==> src/rtl/sram_port_arbiter.sv <==
// sram_port_arbiter
//   Shares one single-port 32-bit SRAM between a read-only instruction port
//   and a read/write data port. Grants are combinational in the request
//   cycle; the read response (rvalid) follows exactly one cycle later, so a
//   new access can be accepted every cycle.
//
// Build option:
//   SRAM_ARB_ROUND_ROBIN_EN  defined   -> contested cycles alternate between
//                                         ports (data wins the first contest
//                                         after reset).
//                            undefined -> data port always wins contests.
//
// Ports:
//   clk_sys, rst_sys_n            clock, async active-low reset
//   instr_req_i/addr_i            instruction request, byte address
//   instr_gnt_o/rvalid_o/rdata_o  instruction grant and read response
//   data_req_i/we_i/be_i/addr_i/wdata_i   data request
//   data_gnt_o/rvalid_o/rdata_o   data grant and response
//   mem_req_o/we_o/be_o/addr_o/wdata_o    SRAM request (word address)
//   mem_rdata_i                   SRAM read data, one cycle after mem_req_o
//
// State table:
//   IDLE  | no response due this cycle
//   RSP_I | instruction access accepted last cycle, instr_rvalid_o high
//   RSP_D | data access accepted last cycle, data_rvalid_o high

module sram_port_arbiter #(
    parameter int MemDepth = 16384,
    parameter int AW       = $clog2(MemDepth)
) (
    input  logic          clk_sys,
    input  logic          rst_sys_n,

    input  logic          instr_req_i,
    input  logic [31:0]   instr_addr_i,
    output logic          instr_gnt_o,
    output logic          instr_rvalid_o,
    output logic [31:0]   instr_rdata_o,

    input  logic          data_req_i,
    input  logic          data_we_i,
    input  logic [3:0]    data_be_i,
    input  logic [31:0]   data_addr_i,
    input  logic [31:0]   data_wdata_i,
    output logic          data_gnt_o,
    output logic          data_rvalid_o,
    output logic [31:0]   data_rdata_o,

    output logic          mem_req_o,
    output logic          mem_we_o,
    output logic [3:0]    mem_be_o,
    output logic [AW-1:0] mem_addr_o,
    output logic [31:0]   mem_wdata_o,
    input  logic [31:0]   mem_rdata_i
);

    typedef enum logic [1:0] {
        IDLE  = 2'd0,
        RSP_I = 2'd1,
        RSP_D = 2'd2
    } state_e;

    state_e state_q, state_d;
    logic   instr_win;

`ifdef SRAM_ARB_ROUND_ROBIN_EN
    // 1 = instr won the last contest, 0 = data won it.
    logic last_winner_q;

    // Contested: the port that did not win last time is served.
    assign instr_win = instr_req_i & (~data_req_i | ~last_winner_q);
`else
    assign instr_win = instr_req_i & ~data_req_i;
`endif

    assign instr_gnt_o = instr_win;
    assign data_gnt_o  = data_req_i & ~instr_win;
    assign mem_req_o   = instr_gnt_o | data_gnt_o;

    // Upper address bits wrap modulo MemDepth; byte offset is ignored.
    assign mem_addr_o  = data_gnt_o ? data_addr_i[AW+1:2] : instr_addr_i[AW+1:2];
    assign mem_we_o    = data_gnt_o & data_we_i;
    assign mem_be_o    = data_gnt_o ? data_be_i    : 4'b0000;
    assign mem_wdata_o = data_gnt_o ? data_wdata_i : 32'h0;

    logic unused_addr_bits;
    assign unused_addr_bits = ^{instr_addr_i[31:AW+2], instr_addr_i[1:0],
                                data_addr_i[31:AW+2], data_addr_i[1:0]};

    assign instr_rdata_o = mem_rdata_i;
    assign data_rdata_o  = mem_rdata_i;

    always_comb begin
        state_d = IDLE;
        if (instr_gnt_o) begin
            state_d = RSP_I;
        end else if (data_gnt_o) begin
            state_d = RSP_D;
        end
    end

    always_ff @(posedge clk_sys or negedge rst_sys_n) begin
        if (!rst_sys_n) begin
            state_q <= IDLE;
`ifdef SRAM_ARB_ROUND_ROBIN_EN
            last_winner_q <= 1'b1;
`endif
        end else begin
            state_q <= state_d;
`ifdef SRAM_ARB_ROUND_ROBIN_EN
            if (instr_req_i && data_req_i) begin
                last_winner_q <= instr_win;
            end
`endif
        end
    end

    // Decoded straight from the state register, so reset clears both at once.
    assign instr_rvalid_o = (state_q == RSP_I);
    assign data_rvalid_o  = (state_q == RSP_D);

endmodule

==> config.mk <==
export PLATFORM = sky130hd
export DESIGN_NAME = sram_port_arbiter
export DESIGN_NICKNAME = d
export VERILOG_FILES = /design/src/rtl/sram_port_arbiter.sv
export SDC_FILE = /design/constraint.sdc
export NUM_CORES = 1
export LEC_CHECK = 0
export CAP_MARGIN = 20
export CORE_AREA = 2 2 100 102
export CTS_BUF_LIST = sky130_fd_sc_hd__clkbuf_4 sky130_fd_sc_hd__clkbuf_8
export CTS_CLUSTER_DIAMETER = 30
export DETAILED_ROUTE_END_ITERATION = 6
export DIE_AREA = 0 0 102 104
export PLACE_DENSITY = 0.71
export SLEW_MARGIN = 20
export SYNTH_ARGS = -nofsm -noshare
export SYNTH_HDL_FRONTEND = slang
export SYNTH_SLANG_ARGS = --single-unit
==> constraint.sdc <==
create_clock -name clk_sys -period 0.8 [get_ports clk_sys]
set_input_delay 0.08 -clock clk_sys [delete_from_list [all_inputs] [get_ports clk_sys]]
set_output_delay 0.08 -clock clk_sys [all_outputs]
set_load 0.005 [all_outputs]
# Word-level counts from Yosys, hierarchy flattened
# Index checks and enable logic that the tools add are counted.
dict set report totals {
  reg_bits 2
  output_inout_bits 120
}
dict set report classes {
  n_eq_ne 2
  mux 5
  bitwise 6
}
# operator count
set ops {}
lappend ops {{2-to-1 mux 32 bit} 1}
lappend ops {{2-to-1 mux 14 bit} 1}
lappend ops {{2-to-1 mux 2 bit} 2}
lappend ops {{2-to-1 mux 4 bit} 1}
lappend ops {{AND 1 bit} 3}
lappend ops {{== test 2 x 1 -> 1 bit, second input constant} 1}
lappend ops {{== test 2 bit, second input constant} 1}
lappend ops {{NOT 1 bit} 2}
lappend ops {{bitwise OR 1 bit} 1}

# Logic depth before layout (Yosys ltp)
dict set report depth {
  depth_word 6
  depth_mapped 3
  mapped_depth_nobuf 1
}

# Worst setup path before layout
# Ideal clock, no wire load.
dict set report synth_timing {
  path_kind {input-to-output}
  from {input data_req_i}
  to {output mem_addr_o[10]}
  arrival_ps 632
  required_time_ps 720
  slack_ps 88
  cell_stages 3
  n_path_buf 2
  cell_sequence {buf_6 buf_12 mux2_4}
}
dict set report synth_via {
  elab_chain_cells 5
}
# item line_no
set synth_lines {}
lappend synth_lines {{from (decl)} 40} ;# input logic data_req_i,
lappend synth_lines {{NOT 1 bit} 73} ;# assign instr_win = instr_req_i & ~data_req_i;
lappend synth_lines {{AND 1 bit} 73}
lappend synth_lines {{NOT 1 bit} 77} ;# assign data_gnt_o = data_req_i & ~instr_win;
lappend synth_lines {{AND 1 bit *} 77}
lappend synth_lines {{2-to-1 mux 14 bit *} 81} ;# assign mem_addr_o = data_gnt_o ? data_addr_i[AW+1:2] : instr_addr_i[AW+1:2];
lappend synth_lines {{to (decl)} 52} ;# output logic [AW-1:0] mem_addr_o,
# Every way passes the cells marked *; elsewhere a longest branch is shown, timed or not.

# Worst setup path in the final report
dict set report layout_timing {
  from {input data_req_i}
  to {output mem_addr_o[9]}
}
# The elaborated chain is that of the path after synthesis.

==> metrics.cfg <==
[timing]
fin_crit_sh_pct = 118
setup_tns_ps = -2480
hold_viol = 0
worst_pin_slew_ps = 105
drv_slew = 0
holdWs_ps = 38.2
fin_ws_ps = -145
final.min_clock_period_ps = 945
grt_setup_unrepaired = true
setup_violations = 29
fmax_mhz = 1060
relSlewSlack_pct = 93.0

[clock_tree]
clk_pin_slew_ps = 30
cts_buffers = 3
cts-root-buf = clkbuf_8
cts-hold-fix-buffers = 0
clockBufferDepth = 2
cts_sinks = 2
cts_max_level = 1
cts_tree = done

[synthesis]
ys_ff_latch = 2
ys_warn_count = 0
synthesis.nets = 265
mappedNetlistArea_sq_um = 1040
ys_seq_area_share_pct = 4.80
syn_inst = 128
ys_types = 10
avgSynthCellArea_sq_um = 8.15

[global_routing]
antenna_found_initial = 0
grt_pass1_vias = 1087
track_usage_pct = 6.82
grt_max_degree = 14
grt_pass1_wl_um = 5590
grt_overflow = 0

[detailed_routing]
routedLengthMet1_um = 1340
ant_nets = 0
wl_met3_um = 471
wl_met2_um = 2230
top_layer = met4
drcViolationCount = 0
drtIter0Drc = 16
vias_per_cell = 3.04
drt_wl_total_um = 4080
vias = 1020
first_pass_iters = 4
wl_per_cell_um = 12.2

[layout]
nNetsFinal = 341
antenna_cells = 0
largest_register_ffs = 2
drive_above_1_share_pct = 59.4
n_fill_cell = 1079
reg.largest.list = state_q (2)
area_growth_pct = 113
top_register = state_q
fin_area_sq_um = 2220

[outcome]
status = complete, but fails checks
violations = negative setup slack

[pwr]
leakagePower_nw = 1.20
peakVddDrop_mv = 0.211
p_per_area_nw_per_um2 = 686

[placement]
place_ws_ps = -539
placed_area_sq_um = 2000
gp_congestion = 0.629
io_buffers = 124
dp.final_hpwl_um = 3120

[job]
cap_violations = 0

[die]
ioPinCount = 257
coreArea_sq_um = 9550
die_area_sq_um = 10600
die_h_um = 104
start_util_pct = 10.9
rows = 36
die_x_um = 102

[worst_setup_path]
crit_type = input port to primary output
cp.depth = 5
cp-start-kind = input port
cp_data_arrival_time_ps = 860
cp_slowest_cell = mux2_4
worst-path-buf-inv = 4
max_stage_delay_ps = 300
crit_required_ps = 720
crit_family = buffers and inverters
path_cells = buf_12 > buf_12 > buf_8 > mux2_4 > buf_6
path_common_cell = buf_12
end_kind = primary output
cp_max_fo = 6

[worst_hold_path]
hp-class = input port to async pin

==> layout by cell type, fill, tap and decap left out <==
master	count
dlygate4sd2_1	58
buf_6	38
and2_4	28
buf_2	19
mux2_4	14
and2_1	9
dlymetal6s2s_1	8
buf_12	7
buf_4	6
clkbuf_8	3
nor2b_1	2
clkbuf_16	2
clkdlybuf4s50_1	2
buf_8	2
dfrtp_1	2
or2_1	1
nor2b_4	1
==> worst max-delay path by stage <==
stage / from / endpoint / slack (ps)
final: data_req_i / mem_addr_o[9] / -140
after global routing: data_req_i / mem_addr_o[9] / -160
after CTS: data_req_i / mem_addr_o[11] / -160
after detailed placement: instr_req_i / instr_gnt_o / -540
after global placement: instr_addr_i[5] / mem_addr_o[3] / -530
after floorplan: data_req_i / mem_addr_o[10] / 90
==> final cells by class <==
class,instances,area (sq um),share of cell area (%)
clock buffer,3,41.3,1.86
multi-input combinational,55,544,24.5
sequential,2,50.0,2.26
tap,133,166,7.50
timing repair buffer,142,1420,63.8
==> layer usage <==
metal	GRT usage (%)	vias to the layer above
li1	-	476
met1	7.18	447
met2	12.1	92
met3	2.22	5
met4	3.05	0
met5	0	-
==> synthesized netlist by cell type <==
cell      instances  area, sq um
and2_1           37          231
buf_12            1         20.0
buf_4            64          480
buf_6             2         22.5
clkbuf_1          4         15.0
dfrtp_1           2         50.1
mux2_2            3         33.8
mux2_4           11          165
nor2b_1           3         18.8
or2_1             1         6.26
==> logic make-up after synthesis <==
kind of cell	count (synthesis)	synth area share (%)
and+or+nand+nor	41	24.6
DFF	2	4.80
buffers and inverters	71	51.6
muxes	14	19.1
==> per-stage QoR <==
stage,std cells,utilization (%),total power [mW]
after floorplan,128,-,0.617
after detailed placement,320,21.0,1.06
final,335,23.2,1.52
after CTS,331,20.3,1.38
after global placement,320,21.0,1.06
after global routing,335,23.2,1.62
==> power breakdown <==
| group | leakage, nW | internal, mW | switching, mW | total (mW) |
|---|---|---|---|---|
| sequential | 0.0245 | 0.107 | 0.00232 | 0.110 |
| combinational | 1.15 | 0.729 | 0.287 | 1.02 |
| clock | 0.0216 | 0.318 | 0.0790 | 0.397 |
==> timing repair <==
action                                  4_1_cts  5_1_grt
endpoints found under the setup margin       56       42
pin swaps                                    34        1
buffers inserted                              7        4
gates resized for setup                     310       58
gates cloned                                  1        2
Note: power is estimated with default switching activity, not from simulation.
